**src/rtl/scan_pkg.sv**
```systemverilog
// Shared definitions for the 74138 digit-scan controller.
package scan_pkg;

    // Scan FSM state encoding.
    typedef enum logic [1:0] {
        ST_IDLE  = 2'd0,
        ST_BLANK = 2'd1,
        ST_SHOW  = 2'd2
    } scan_state_t;

    // Decoder enable triple, ordered {g1, g2a_n, g2b_n}.
    localparam logic [2:0] DEC_OFF = 3'b011;
    localparam logic [2:0] DEC_ON  = 3'b100;

    // Next digit index; an index already at or above last wraps to 0.
    function automatic logic [2:0] next_index(input logic [2:0] idx,
                                              input logic [2:0] last);
        return (idx >= last) ? 3'd0 : idx + 3'd1;
    endfunction

endpackage

```
**src/rtl/cyc_counter.sv**
```systemverilog
// Elapsed-cycle counter: cleared to 0 on clr, otherwise counts up.
// tc flags the cycle whose count equals the terminal value.
module cyc_counter #(
    parameter int unsigned W = 16
) (
    input  logic         clk,
    input  logic         rst,
    input  logic         clr,
    input  logic [W-1:0] term,
    output logic         tc
);

    logic [W-1:0] count;

    // Count cycles spent in the current state; clear on every state change.
    always_ff @(posedge clk or posedge rst) begin
        if (rst)
            count <= '0;
        else if (clr)
            count <= '0;
        else
            count <= count + 1'b1;
    end

    assign tc = (count == term);

endmodule

```
**src/rtl/scan_ctrl_74138.sv**
```systemverilog
// Multiplexed display scanner driving a 74138 3-to-8 decoder.
// Each digit gets BLANK_CYC cycles with the decoder disabled, then
// SHOW_CYC cycles enabled; the index only moves while disabled.
module scan_ctrl_74138
    import scan_pkg::*;
#(
    parameter int unsigned SHOW_CYC  = 50000,
    parameter int unsigned BLANK_CYC = 500
) (
    input  logic       clk,
    input  logic       rst,
    input  logic       en,
    input  logic [2:0] last_digit,
    output logic [0:2] x,
    output logic       g1,
    output logic       g2a_n,
    output logic       g2b_n,
    output logic       digit_tick,
    output logic [2:0] digit_idx
);

    localparam int unsigned MAX_CYC = (SHOW_CYC > BLANK_CYC) ? SHOW_CYC : BLANK_CYC;
    localparam int unsigned CW      = (MAX_CYC > 1) ? $clog2(MAX_CYC) : 1;
    localparam logic [CW-1:0] SHOW_TERM  = CW'(SHOW_CYC - 1);
    localparam logic [CW-1:0] BLANK_TERM = CW'(BLANK_CYC - 1);

    scan_state_t   state;
    logic [2:0]    idx;
    logic          armed;
    logic          tc;
    logic          cnt_clr;
    logic [CW-1:0] cnt_term;

    // Terminal count and clear follow the state the FSM is leaving.
    always_comb begin
        cnt_term = (state == ST_SHOW) ? SHOW_TERM : BLANK_TERM;
        cnt_clr  = 1'b1;
        if (en) begin
            case (state)
                ST_BLANK, ST_SHOW: cnt_clr = tc;
                default:           cnt_clr = 1'b1;
            endcase
        end
    end

    cyc_counter #(.W(CW)) u_cnt (
        .clk  (clk),
        .rst  (rst),
        .clr  (cnt_clr),
        .term (cnt_term),
        .tc   (tc)
    );

    // Scan FSM with registered decoder enables, index and tick.
    // 'armed' makes the first edge after reset only sample IDLE.
    always_ff @(posedge clk or posedge rst) begin
        if (rst) begin
            state               <= ST_IDLE;
            idx                 <= 3'd0;
            armed               <= 1'b0;
            {g1, g2a_n, g2b_n}  <= DEC_OFF;
            digit_tick          <= 1'b0;
        end else begin
            armed      <= 1'b1;
            digit_tick <= 1'b0;
            if (!en) begin
                state              <= ST_IDLE;
                idx                <= 3'd0;
                {g1, g2a_n, g2b_n} <= DEC_OFF;
            end else begin
                case (state)
                    ST_IDLE: begin
                        if (armed) begin
                            state <= ST_BLANK;
                            idx   <= 3'd0;
                        end
                    end
                    ST_BLANK: begin
                        if (tc) begin
                            state              <= ST_SHOW;
                            {g1, g2a_n, g2b_n} <= DEC_ON;
                            digit_tick         <= 1'b1;
                        end
                    end
                    ST_SHOW: begin
                        if (tc) begin
                            state              <= ST_BLANK;
                            idx                <= next_index(idx, last_digit);
                            {g1, g2a_n, g2b_n} <= DEC_OFF;
                        end
                    end
                    default: begin
                        state              <= ST_IDLE;
                        idx                <= 3'd0;
                        {g1, g2a_n, g2b_n} <= DEC_OFF;
                    end
                endcase
            end
        end
    end

    // x[0] is the MSB of the index.
    assign x         = idx;
    assign digit_idx = idx;

endmodule
```
**config.mk**
```make
export PLATFORM = sky130hd
export DESIGN_NAME = scan_ctrl_74138
export DESIGN_NICKNAME = d
export VERILOG_FILES = /design/src/rtl/scan_pkg.sv /design/src/rtl/cyc_counter.sv /design/src/rtl/scan_ctrl_74138.sv
export SDC_FILE = /design/constraint.sdc
export NUM_CORES = 1
export LEC_CHECK = 0
export ABC_CLOCK_PERIOD_IN_PS = 5130
export CORE_UTILIZATION = 35
export DETAILED_ROUTE_END_ITERATION = 8
export GPL_TIMING_DRIVEN = 0
export SYNTH_ARGS = -nofsm -noshare
export SYNTH_HDL_FRONTEND = slang
export SYNTH_HIERARCHICAL = 1
export SYNTH_SLANG_ARGS = --single-unit
```
**constraint.sdc**
```tcl
create_clock -name clk -period 5.13 [get_ports clk]
set_clock_uncertainty 0.05 [all_clocks]
set_input_delay 1.539 -clock clk [delete_from_list [all_inputs] [get_ports clk]]
set_output_delay 1.539 -clock clk [all_outputs]
set_load 0.03 [all_outputs]
```
==> run_summary.xml <==
<?xml version="1.0" encoding="UTF-8"?>
<metrics>
  <group name="setup_path">
    <metric name="setup.worst_path.start_class" unit="">register</metric>
    <metric name="crit_chain" unit="">inv_1, ha_1, inv_1, xnor2_1, nand4_1, nor4_1, nand3b_1, clkbuf_1, buf_1, nor2_1</metric>
    <metric name="setup.worst_path.end_class" unit="">register</metric>
    <metric name="critPathMostFrequentCell" unit="">sky130_fd_sc_hd__inv_1</metric>
    <metric name="buf_inv_stages_crit_path" unit="">4</metric>
    <metric name="worstPathArrival" unit="ns">3.89</metric>
    <metric name="worst_path_top_cell_family_by_delay" unit="">simple AND/OR/NAND/NOR gates</metric>
    <metric name="crit_path_max_incr_delay" unit="ns">1.05</metric>
    <metric name="critical_path.slowest_cell" unit="">sky130_fd_sc_hd__nor4_1</metric>
    <metric name="crit_required" unit="ns">5.22</metric>
    <metric name="critical_path.max_fanout" unit="">10</metric>
    <metric name="worst_path_class_setup" unit="">reg -&gt; reg</metric>
  </group>
  <group name="yosys">
    <metric name="postSynth.topFlopCell" unit="">sky130_fd_sc_hd__dfrtp_1</metric>
    <metric name="synth_warnings" unit="">6</metric>
    <metric name="postSynthRegisterBits" unit="">25</metric>
    <metric name="syn_area_per_cell" unit="µm²">9.64</metric>
    <metric name="synth_top_cells_by_area" unit="">sky130_fd_sc_hd__dfrtp_1 37%, sky130_fd_sc_hd__xnor2_1 9.6%, sky130_fd_sc_hd__ha_1 6.1%, sky130_fd_sc_hd__inv_1 3.2%, sky130_fd_sc_hd__buf_4 2.7%</metric>
    <metric name="synth_top_area_cell" unit="">sky130_fd_sc_hd__dfrtp_1</metric>
    <metric name="count_of_flip_flops_with_a_built_in_enable_after_synthesis" unit="">0</metric>
    <metric name="synthesis.area" unit="µm²">1640</metric>
    <metric name="netlist_instances" unit="">170</metric>
    <metric name="sequential_element_share_of_the_synthesized_area" unit="%">38.2</metric>
    <metric name="asr_flop_ratio_synth" unit="%">100</metric>
    <metric name="synth_largest_type_area_fraction" unit="%">36.6</metric>
    <metric name="number_of_library_cell_types_mapped_by_synthesis" unit="">40</metric>
  </group>
  <group name="floorplanning">
    <metric name="top_ports" unit="">16</metric>
    <metric name="start_util" unit="%">37.1</metric>
    <metric name="fp.dieH" unit="µm">70.4</metric>
    <metric name="die_w" unit="µm">70.4</metric>
    <metric name="num_rows" unit="">24</metric>
    <metric name="design.die.area" unit="µm²">4960</metric>
    <metric name="fp.coreArea" unit="µm²">4410</metric>
  </group>
  <group name="global_routing">
    <metric name="largest_net_degree_at_the_start_of_global_routing" unit="">17</metric>
    <metric name="grt_antenna_before_repair" unit="">0</metric>
    <metric name="aggregate_global_route_resource_usage" unit="%">12.4</metric>
    <metric name="grt_pass1_wl" unit="µm">4970</metric>
    <metric name="grt-ovfl-total" unit="">0</metric>
    <metric name="grt_pass1_vias" unit="">1102</metric>
  </group>
  <group name="place">
    <metric name="gp_routability_congestion" unit="">0.764</metric>
    <metric name="port_buffers" unit="">15</metric>
    <metric name="detailed_place.area" unit="µm²">1880</metric>
    <metric name="place.detailed.hpwl" unit="µm">2260</metric>
  </group>
  <group name="finish">
    <metric name="num-fill-cells" unit="">443</metric>
    <metric name="layout.core_utilization" unit="%">43.7</metric>
    <metric name="syn_to_final_growth" unit="%">17.6</metric>
    <metric name="finished_layout_cell_area" unit="µm²">1930</metric>
    <metric name="final_common_cell" unit="">sky130_fd_sc_hd__dfrtp_1</metric>
    <metric name="drive_above_1_share" unit="%">13.8</metric>
    <metric name="layout.cells.most_common_list" unit="">24 x sky130_fd_sc_hd__dfrtp_1, 18 x sky130_fd_sc_hd__xnor2_1, 15 x sky130_fd_sc_hd__clkdlybuf4s50_1</metric>
    <metric name="nets" unit="">211</metric>
    <metric name="antennaDiodeCount" unit="">0</metric>
  </group>
  <group name="cts">
    <metric name="cts_made_buffers" unit="">3</metric>
    <metric name="tritoncts" unit="">built</metric>
    <metric name="cts_hold_buf" unit="">0</metric>
    <metric name="cts_root_buf" unit="">sky130_fd_sc_hd__clkbuf_8</metric>
    <metric name="clock_slew_at_the_register_clock_pins_of_the_worst_setup_and_hold_paths" unit="ns">0.09</metric>
    <metric name="clock_path_buffers" unit="">2</metric>
    <metric name="postCtsSetupBuffers" unit="">0</metric>
    <metric name="clk-insertion-delay-late" unit="ns">0.26</metric>
    <metric name="cts-htree-levels" unit="">1</metric>
    <metric name="clock_sink_count" unit="">25</metric>
    <metric name="post_cts_resized" unit="">0</metric>
  </group>
  <group name="power_and_ir_drop">
    <metric name="power.switching" unit="W">0.000114</metric>
    <metric name="power.share.clock" unit="%">27.9</metric>
    <metric name="p_leak" unit="nW">0.786</metric>
    <metric name="power-per-cell-area" unit="nW/µm²">214</metric>
    <metric name="switching_part_of_the_total" unit="%">27.7</metric>
    <metric name="share_seq_of_total_power" unit="%">51.0</metric>
    <metric name="pwr-share-comb" unit="%">21.1</metric>
    <metric name="final_power" unit="W">0.000412</metric>
    <metric name="ir_drop_worst_case_vdd" unit="mV">0.118</metric>
    <metric name="pint" unit="W">0.000298</metric>
  </group>
  <group name="sta">
    <metric name="fmaxAchievable" unit="MHz">263</metric>
    <metric name="min_period" unit="ns">3.81</metric>
    <metric name="setup_repair_after_global_routing_missed_its_margin" unit="">no</metric>
    <metric name="drv_slew" unit="">0</metric>
    <metric name="number_of_hold_violations_in_the_final_report" unit="">0</metric>
    <metric name="hold-worst-slack" unit="ns">0.494</metric>
    <metric name="timing.max_slew.rel_slack" unit="%">16.6</metric>
    <metric name="timing.final.crit_share" unit="%">74.2</metric>
    <metric name="slew_worst_pin" unit="ns">1.24</metric>
    <metric name="fin_tns_setup" unit="ns">0</metric>
    <metric name="finalSetupViolations" unit="">0</metric>
  </group>
  <group name="route">
    <metric name="routed_via_density" unit="">4.92</metric>
    <metric name="ant_nets" unit="">0</metric>
    <metric name="detailedRoute.firstIterationViolations" unit="">46</metric>
    <metric name="routedWlPerCell" unit="µm">12.0</metric>
    <metric name="total_number_of_vias" unit="">1220</metric>
    <metric name="totalWireLength" unit="µm">2970</metric>
    <metric name="drtPass1Iterations" unit="">4</metric>
    <metric name="drc" unit="">0</metric>
  </group>
  <group name="outcome">
    <metric name="status" unit="">finished, final reports clean</metric>
  </group>
  <group name="worst_hold_path">
    <metric name="worst_hold_path_type" unit="">reg -&gt; reg</metric>
  </group>
  <group name="flow_run">
    <metric name="max-cap-violations" unit="">0</metric>
  </group>
</metrics>
[tightest hold or removal path: stages, from the launching register on]
cell	delay, ns
sky130_fd_sc_hd__dfstp_2	0.39
sky130_fd_sc_hd__nor2_1	0.09
sky130_fd_sc_hd__o21ai_0	0.07
[power by group through the flow]
stage	sequential [W]	combinational [W]	clock [W]
floorplan	0.000212	0.0000697	0
global placement	0.000214	0.0000877	0
detailed placement	0.000214	0.0000875	0
CTS	0.000210	0.0000883	0.000122
global route	0.000211	0.0000984	0.000127
finish	0.000210	0.0000867	0.000115
[final timing paths]
| path | start | end | slack (ns) | cells after the start |
|---|---|---|---|---|
| min in group asynchronous | rst | digit_idx[1]$_DFFE_PP0P_ | 1.51 | 2 |
| max | state[0]$_DFFE_PP0P_ | u_cnt/count[4]$_DFF_PP0_ | 1.32 | 10 |
| min | g2b_n$_DFFE_PP1P_ | g2b_n$_DFFE_PP1P_ | 0.49 | 2 |
| max reg2reg | state[0]$_DFFE_PP0P_ | u_cnt/count[4]$_DFF_PP0_ | 1.32 | 10 |
| min reg2reg | g2b_n$_DFFE_PP1P_ | g2b_n$_DFFE_PP1P_ | 0.49 | 2 |
| max in group asynchronous | rst | u_cnt/count[15]$_DFF_PP0_ | 3.01 | 2 |
[per-stage QoR]
stage	instances	worst slack, ns
floorplan	177	2.10
global placement	244	1.38
detailed placement	244	1.31
CTS	248	1.31
global route	248	0.978
finish	248	1.32
[cell type report]
class	instances	area (µm²)	area share [%]
Sequential cell	25	627	32.5
Timing Repair Buffer	15	150	7.79
Multi-Input combinational cell	129	928	48.2
Inverter	14	52.6	2.73
Tap cell	52	65.1	3.38
Clock buffer	3	41.3	2.14
Buffer	9	57.6	2.99
Clock inverter	1	5.00	0.260
[synth_stat cells, drive strengths merged (2+ instances only)]
| master | n |
|---|---|
| a21boi | 3 |
| a21oi | 7 |
| buf | 8 |
| conb | 2 |
| dfrtp | 24 |
| ha | 8 |
| inv | 14 |
| mux2 | 4 |
| nand2 | 6 |
| nand2b | 4 |
| nand3 | 6 |
| nand3b | 2 |
| nand4 | 9 |
| nor2 | 12 |
| nor2b | 5 |
| nor4 | 5 |
| o21ai | 9 |
| o31ai | 4 |
| or3 | 3 |
| or4 | 4 |
| xnor2 | 18 |
| xor2 | 2 |
[cells by family after synthesis]
logic type	Yosys count	synth area share [%]
and+or+nand+nor	61	24.4
AOI/OAI and AO/OA	26	10.0
DFF	25	38.2
buffers and inverters	23	6.72
xor gates and xnor gates	20	10.7
adders and majority gates	8	6.11
muxes	5	3.36
other	2	0.458
[state kept, by name, indices dropped and copies added (netlist names)]
| register | count |
|---|---|
| u_cnt/count | 16 |
| g1 | 1 |
| digit_idx | 3 |
| g2b_n | 1 |
| armed | 1 |
| digit_tick | 1 |
| state | 2 |
[metal layers]
layer  vias up  GRT usage (%)  part of all wire (%)
li1        629              -                     -
met4         0           2.00                  0.61
met5         -              0                     0
met1       575           15.9                    48
met3         2           3.17                   3.0
met2        14           21.3                    49
No activity file was read; power rests on OpenSTA's default activity.
